===== src/rtl/fifo_wr_arbiter_if.sv =====
// fifo_wr_arbiter_if: source-side and FIFO-side handshake bundle for the round-robin FIFO write arbiter
interface fifo_wr_arbiter_if #(
  parameter int N_SRC = 4,
  parameter int WIDTH = 16,
  localparam int SEL_W = (N_SRC > 1) ? $clog2(N_SRC) : 1
);
  logic [N_SRC*WIDTH-1:0] src_data;
  logic [N_SRC-1:0]       src_last;
  logic [N_SRC-1:0]       src_valid;
  logic [N_SRC-1:0]       src_ready;
  logic [WIDTH-1:0]       fifo_wr_data;
  logic                   fifo_wr_last;
  logic                   fifo_wr_ena;
  logic                   fifo_wr_full;
  logic                   busy;
  logic [SEL_W-1:0]       cur_src;
  logic                   pkt_done;
  modport master (
    output src_data, src_last, src_valid, fifo_wr_full,
    input  src_ready, fifo_wr_data, fifo_wr_last, fifo_wr_ena, busy, cur_src, pkt_done
  );
  modport slave (
    input  src_data, src_last, src_valid, fifo_wr_full,
    output src_ready, fifo_wr_data, fifo_wr_last, fifo_wr_ena, busy, cur_src, pkt_done
  );
endinterface


===== src/rtl/fifo_wr_arbiter.sv =====
// fifo_wr_arbiter: round-robin arbiter sharing one FIFO write port among N_SRC sources; FIFO_ARB_PKT_LOCK_EN holds grants for whole packets
module fifo_wr_arbiter #(
  parameter int N_SRC = 4,
  parameter int WIDTH = 16
) (
  input logic              clk,
  input logic              rst,
  fifo_wr_arbiter_if.slave bus
);
  localparam int SEL_W = (N_SRC > 1) ? $clog2(N_SRC) : 1;
  typedef enum logic {IDLE, GRANT} state_t;
  state_t           state_q;
  logic [SEL_W-1:0] sel_q, sel_d, rr_ptr_q, rr_ptr_d, idx;
  logic             pkt_done_q, busy_q, xfer, rel;
  // next grant: first valid source at or after rr_ptr, wrapping modulo N_SRC
  always_comb begin
    sel_d = rr_ptr_q;
    idx   = '0;
    for (int k = N_SRC - 1; k >= 0; k--) begin
      idx = SEL_W'((int'(rr_ptr_q) + k) % N_SRC);
      if (bus.src_valid[idx]) sel_d = idx;
    end
  end
  // transfer, release and pointer advance for the current grant
  always_comb begin
    xfer     = (state_q == GRANT) & bus.src_valid[sel_q] & ~bus.fifo_wr_full;
`ifdef FIFO_ARB_PKT_LOCK_EN
    rel      = xfer & bus.src_last[sel_q];
`else
    rel      = xfer;
`endif
    rr_ptr_d = (sel_q == SEL_W'(N_SRC - 1)) ? '0 : sel_q + 1'b1;
  end
  // steer granted source onto the FIFO port; full stalls in the same cycle
  always_comb begin
    bus.src_ready        = '0;
    bus.src_ready[sel_q] = (state_q == GRANT) & ~bus.fifo_wr_full;
  end
  assign bus.fifo_wr_data = bus.src_data[sel_q*WIDTH +: WIDTH];
  assign bus.fifo_wr_last = bus.src_last[sel_q];
  assign bus.fifo_wr_ena  = xfer;
  assign bus.busy         = busy_q;
  assign bus.cur_src      = sel_q;
  assign bus.pkt_done     = pkt_done_q;
  // grant FSM with registered busy and release pulse
  always_ff @(posedge clk or posedge rst) begin
    if (rst) begin
      state_q    <= IDLE;
      sel_q      <= '0;
      rr_ptr_q   <= '0;
      pkt_done_q <= 1'b0;
      busy_q     <= 1'b0;
    end else begin
      pkt_done_q <= 1'b0;
      if (state_q == IDLE) begin
        if (|bus.src_valid) begin
          sel_q   <= sel_d;
          state_q <= GRANT;
          busy_q  <= 1'b1;
        end
      end else if (rel) begin
        state_q    <= IDLE;
        busy_q     <= 1'b0;
        rr_ptr_q   <= rr_ptr_d;
        pkt_done_q <= 1'b1;
      end
    end
  end
endmodule


===== src/flat_wrapper.sv =====
// flat-port wrapper written by rule: the top's interface ports become plain ports
module fifo_wr_arbiter_flat 
#(
  parameter int N_SRC = 4,
  parameter int WIDTH = 16
)
  (clk, rst, bus_src_data, bus_src_last, bus_src_valid, bus_fifo_wr_full, bus_src_ready, bus_fifo_wr_data, bus_fifo_wr_last, bus_fifo_wr_ena, bus_busy, bus_cur_src, bus_pkt_done);
  fifo_wr_arbiter_if #(.N_SRC(N_SRC), .WIDTH(WIDTH)) bus_i ();
  input logic clk;
  input logic rst;
  input wire logic [$bits(bus_i.src_data)-1:0] bus_src_data;
  input wire logic [$bits(bus_i.src_last)-1:0] bus_src_last;
  input wire logic [$bits(bus_i.src_valid)-1:0] bus_src_valid;
  input wire logic [$bits(bus_i.fifo_wr_full)-1:0] bus_fifo_wr_full;
  output wire logic [$bits(bus_i.src_ready)-1:0] bus_src_ready;
  output wire logic [$bits(bus_i.fifo_wr_data)-1:0] bus_fifo_wr_data;
  output wire logic [$bits(bus_i.fifo_wr_last)-1:0] bus_fifo_wr_last;
  output wire logic [$bits(bus_i.fifo_wr_ena)-1:0] bus_fifo_wr_ena;
  output wire logic [$bits(bus_i.busy)-1:0] bus_busy;
  output wire logic [$bits(bus_i.cur_src)-1:0] bus_cur_src;
  output wire logic [$bits(bus_i.pkt_done)-1:0] bus_pkt_done;
  assign bus_i.src_data = bus_src_data;
  assign bus_i.src_last = bus_src_last;
  assign bus_i.src_valid = bus_src_valid;
  assign bus_i.fifo_wr_full = bus_fifo_wr_full;
  assign bus_src_ready = bus_i.src_ready;
  assign bus_fifo_wr_data = bus_i.fifo_wr_data;
  assign bus_fifo_wr_last = bus_i.fifo_wr_last;
  assign bus_fifo_wr_ena = bus_i.fifo_wr_ena;
  assign bus_busy = bus_i.busy;
  assign bus_cur_src = bus_i.cur_src;
  assign bus_pkt_done = bus_i.pkt_done;
  fifo_wr_arbiter #(.N_SRC(N_SRC), .WIDTH(WIDTH)) u_core (.clk(clk), .rst(rst), .bus(bus_i));
endmodule

===== config.mk =====
export PLATFORM = sky130hd
export DESIGN_NAME = fifo_wr_arbiter_flat
export DESIGN_NICKNAME = d
export VERILOG_FILES = /design/src/rtl/fifo_wr_arbiter_if.sv /design/src/rtl/fifo_wr_arbiter.sv /design/src/flat_wrapper.sv
export SDC_FILE = /design/constraint.sdc
export NUM_CORES = 1
export LEC_CHECK = 0
export BUFFER_PORTS_ARGS = -buffer_cell sky130_fd_sc_hd__buf_2
export CAP_MARGIN = 20
export CORE_ASPECT_RATIO = 0.6
export CORE_MARGIN = 10
export CORE_UTILIZATION = 37
export CTS_CLUSTER_SIZE = 20
export DETAILED_ROUTE_END_ITERATION = 16
export PLACE_DENSITY_LB_ADDON = 0.12
export SYNTH_ARGS = -nofsm -noshare
export SYNTH_HDL_FRONTEND = slang
export SYNTH_SLANG_ARGS = --single-unit

===== constraint.sdc =====
create_clock -name clk -period 2.3 [get_ports clk]
set_input_delay 0.23 -clock clk [delete_from_list [all_inputs] [get_ports clk]]
set_output_delay 0.23 -clock clk [all_outputs]
set_load 0.05 [all_outputs]

==> After elaboration in Yosys (flattened, before gate mapping) <==
Index checks and enable logic that the tools add are counted.
{ "classes": {"add_sub_neg": 4, "magnitude_cmp": 6, "n_eq_ne": 2, "n_shift": 1, "muxes": 27, "bitwise": 6, "reduce_logical": 6} }
{ "ops": {"columns": ["op", "count"], "rows": [
  ["variable part select 64 x 7 -> 16 bit", 1],
  ["less-than comparator 2 x 3 -> 1 bit (second input constant)", 5],
  ["two-way mux 1 bit", 15],
  ["binary-select mux 1 bit (select 2 bit)", 6],
  ["two-way mux 2 bit", 5],
  ["AND reduction 2 bit", 3],
  ["adder 2 x 1 -> 2 bit (second input constant)", 2],
  ["adder 2 bit (second input constant)", 2],
  ["AND 4 bit", 1],
  ["OR reduction 4 bit", 1],
  ["AND 1 bit", 3],
  ["demux 1 bit (select 2 bit)", 1],
  ["== test 2 bit (second input constant)", 1],
  ["greater-or-equal comparator 2 x 1 -> 1 bit (second input constant)", 1],
  ["inequality test 2 bit (second input constant)", 1],
  ["inverter 1 bit", 2],
  ["nonzero test 2 bit", 1],
  ["logical AND 1 bit", 1]
]} }
{ "totals": {"ff_bits": 7, "inputBits": 75, "output_inout_bits": 26, "wordCells": 57} }

==> Logic depth before layout (Yosys ltp) <==
{ "logic_depth": {"word_depth": 7, "depth_mapped": 5, "depth_no_buf": 3} }

==> Worst setup path after synthesis <==
Ideal clock, no wire load.
{ "synth_timing": {"kind": "reg2out", "startpoint": "register u_core.sel_q[0] (netlist: u_core.bus.cur_src[0])", "endpoint": "output port bus_fifo_wr_data[11]", "arrival_ns": 1.848, "t_required_ns": 2.070, "setup_slack_ns": 0.222, "stages_incl_launch_ff": 4, "path_buffers": 2, "path_cell_list": "dfrtp_1 -> buf_4 -> buf_4 -> mux4_2"} }
{ "synth_via": {"elab_chain_len": 1} }
{ "synth_lines": {"columns": ["item", "line_no", "text"], "rows": [
  ["start: declaration", "fifo_wr_arbiter.sv:13", "logic [SEL_W-1:0] sel_q, sel_d, rr_ptr_q, rr_ptr_d, idx;"],
  ["start signal: assignment", "fifo_wr_arbiter.sv:57", "sel_q <= sel_d;"],
  ["variable part select 64 x 7 -> 16 bit", "fifo_wr_arbiter.sv:39", "assign bus.fifo_wr_data = bus.src_data[sel_q*WIDTH +: WIDTH];"],
  ["end: declaration", "flat_wrapper.sv:16", "output wire logic [$bits(bus_i.fifo_wr_data)-1:0] bus_fifo_wr_data;"]
]} }
No other way between the ends.

==> Worst setup path in the final report <==
{ "layout_timing": {"startpoint": "register u_core.sel_q[0] (netlist: u_core.bus.cur_src[0])", "endpoint": "output port bus_fifo_wr_data[6]"} }
The elaborated chain is that of the path after synthesis.

==> summary.md <==
| Metric | Value |
|---|---|
| Commonest non-fill, non-tap cell in the layout | buf_2 |
| Vias/cell | 5.045 |
| Synth area leader | mux4_2 |
| Share of the synthesized area in the top cell type | 32.28% |
| Max Fclk | 513.3 MHz |
| Flops & latches, synth | 7 |
| Syn Std Cell Area | 907.1 µm² |
| Worst-Margin Slew | 0.5092 ns |
| # setup viols final | 0 |
| # IOs | 101 |
| Die width | 83.92 µm |
| Global-route wire length before repair | 5540 µm |
| CP Launch Type | flip-flop |
| Outcome | finished, final reports clean |
| # DRC | 0 |
| RD Place Congestion | 0.7878 |
| YS warnings | 0 |
| Slew Viols, Final | 0 |
| Clk slew on worst S/H paths | 0.04 ns |
| Post-Syn Nets | 145 |
| Fin Setup TNS | 0 ns |
| Max_cap viols | 0 |
| Num CTS Buffers | 3 |
| CTS H-Tree Depth | 1 |
| Vias | 1,004 |
| Final Total Pwr | 2.133 mW |
| Ranking of synthesized cells by area | mux4_2 32%, dfrtp_1 19%, mux4_1 14%, ha_1 5.5%, mux2_4 3.3% |
| Synth Instances | 66 |
| Rows | 13 |
| Core area | 2245 µm² |
| Worst VDD drop | 0.8257 mV |
| CP Capture Type | output port |
| Layout cells sized above 1 | 71.60% |
| DRT Pass-1 Iters | 4 |
| Number of global-route vias before repair | 1,091 |
| TritonCTS clock tree | built |
| Crit-path leading delay family | multiplexers |
| Gr busiest metal | met2 |
| Fin crit period | 1.948 ns |
| Met3 usage | 5.082% |
| Hold slack | 0.3656 ns |
| Worst slew margin | 65.17% |
| Die Ht | 58.36 µm |
| WP data arrival | 1.72 ns |
| Sequential element share of the synthesized area | 19.31% |
| Required time of the critical path | 2.07 ns |
| Drt wl/cell | 19.14 µm |
| Final period util | 84.71% |
| Root Buffer | clkbuf_8 |
| Clock sink count | 7 |
| RSZ-0062 raised after global routing | no |
| Post-cts resize count | 0 |
| Layout area overhead | 63.59% |
| WP buf/inv | 2 |
| WL final | 3808 µm |
| Pin count of the biggest net entering global routing | 24 |
| Starting density of the core | 40.41% |
| Slowest stage cell, crit path | mux4_1 |
| Post-synthesis average cell area | 13.74 µm² |
| Gr usage total | 14.18% |
| Met2 usage | 24.59% |
| ANT cells | 0 |
| First DRT Iteration DRCs | 32 |
| P per Cell Area | 1437 nW/µm² |
| Die area | 4897 µm² |
| Worst skew pair latency | 0.23 ns |
| Clock Tree Buf Depth | 2 |
| Worst path max stage delay | 0.61 ns |
| Hold Fails Final Rpt | 0 |
| Final #Nets | 249 |
| Leakage power | 0.8085 nW |
| HPWL after detailed placement | 3352 µm |
| Initial antenna violation count | 0 |
| ANT nets after route | 0 |
| Grt ovf | 0 |
| Hold WC Path Type | in -> reg |
| Port Buf Inserts | 100 |
| Fin util | 66.11% |
| CP Max Fanout | 23 |
| Most frequent cells in the layout | 100 x buf_2, 13 x mux4_2, 7 x dfrtp_1 |
| Post-synth cell types | 26 |
| Crit-path cells | buf_4, mux4_1, buf_2 |
| GRT met1 Usage | 15.41% |
| Clock skew | 0.0003000 ns |
| Crit path kind | reg -> out |
synth_stat cells (all sizes together):
cell and instances:
buf 4, mux4 18, mux2 2, and3b 1, dfrtp 7, and2 4, o22ai 1, a2111oi 1
nor2 4, a211o 1, o41a 1, ha 4, nor2b 2, mux2i 1, nor3 1, o2bb2ai 1
o21a 2, nor4 1, nand2 1, o21ai 1, inv 6, a21o 1, a22o 1
report_power, final:
group	total, mW	switching [mW]	internal [mW]
clock	0.175	0.0550	0.120
sequential	0.240	0.0603	0.180
combinational	1.72	1.14	0.578
total	2.13	1.26	0.878
per-stage QoR:
step           cells  setup slack, ns  cell area [µm²]
4_1_cts          199           0.3282             1484
6_report         199           0.3517             1484
3_5_place_dp     194           0.5707             1429
2_1_floorplan     66           0.2219            907.1
5_1_grt          199           0.2598             1484
3_3_place_gp     194           0.6088             1429
routing by layer:
metal	part of all wire, %	vias up
met2	50	63
met3	7.7	10
met1	39	450
met5	0	-
met4	3.0	0
li1	-	481
worst register-to-register path: stages (launching register included):
cell and delay [ns]:
dfrtp_1 0.31, buf_4 0.33, mux4_2 0.42, nand2_4 0.13, mux2_4 0.31
final timing paths:
path	start	to	slack [ns]	cells past startpoint
worst max-delay path	u_core.bus.cur_src[0]$_DFFE_PP0P_	bus_fifo_wr_data[6]	0.35	3
worst min-delay path	bus_src_valid[2]	u_core.bus.cur_src[0]$_DFFE_PP0P_	0.37	3
worst max register to register	u_core.bus.cur_src[0]$_DFFE_PP0P_	u_core.rr_ptr_q[1]$_DFFE_PP0P_	0.69	4
worst min register to register	u_core.bus.busy$_DFFE_PP0P_	u_core.bus.busy$_DFFE_PP0P_	0.47	1
max in group asynchronous	rst	u_core.bus.cur_src[0]$_DFFE_PP0P_	1.62	3
min in group asynchronous	rst	u_core.rr_ptr_q[0]$_DFFE_PP0P_	0.47	3
area by class of cell:
cell class	instances	area, µm²
Fill cell	198	760.7
Clock buffer	4	45.04
Timing Repair Buffer	103	525.5
Tap cell	30	37.54
Multi-Input combinational cell	49	678.2
Inverter	6	22.52
Sequential cell	7	175.2
flip-flops by register name, indices dropped and copies added, names as in the netlist:
name	flops
u_core.bus.cur_src	2
u_core.rr_ptr_q	2
u_core.bus.busy	1
u_core.bus.pkt_done	1
u_core.state_q	1
timing repair:
action / in CTS / in global routing
hold buffers: 1 / 0
setup endpoints to repair: 0 / 0
endpoints found under the hold margin: 7 / 0
setup buffers: 0 / 0
kinds of logic (layout without fill, tap and decap cells):
logic type	Yosys count	count (layout)	synth area share [%]
adders and majority gates	4	4	5.517
AOI/OAI and AO/OA	10	10	8.828
buffers and inverters	10	113	5.930
and+or+nand+nor	14	14	9.240
DFF	7	7	19.31
muxes	21	21	51.17
Note: power is estimated with default switching activity, not from simulation.
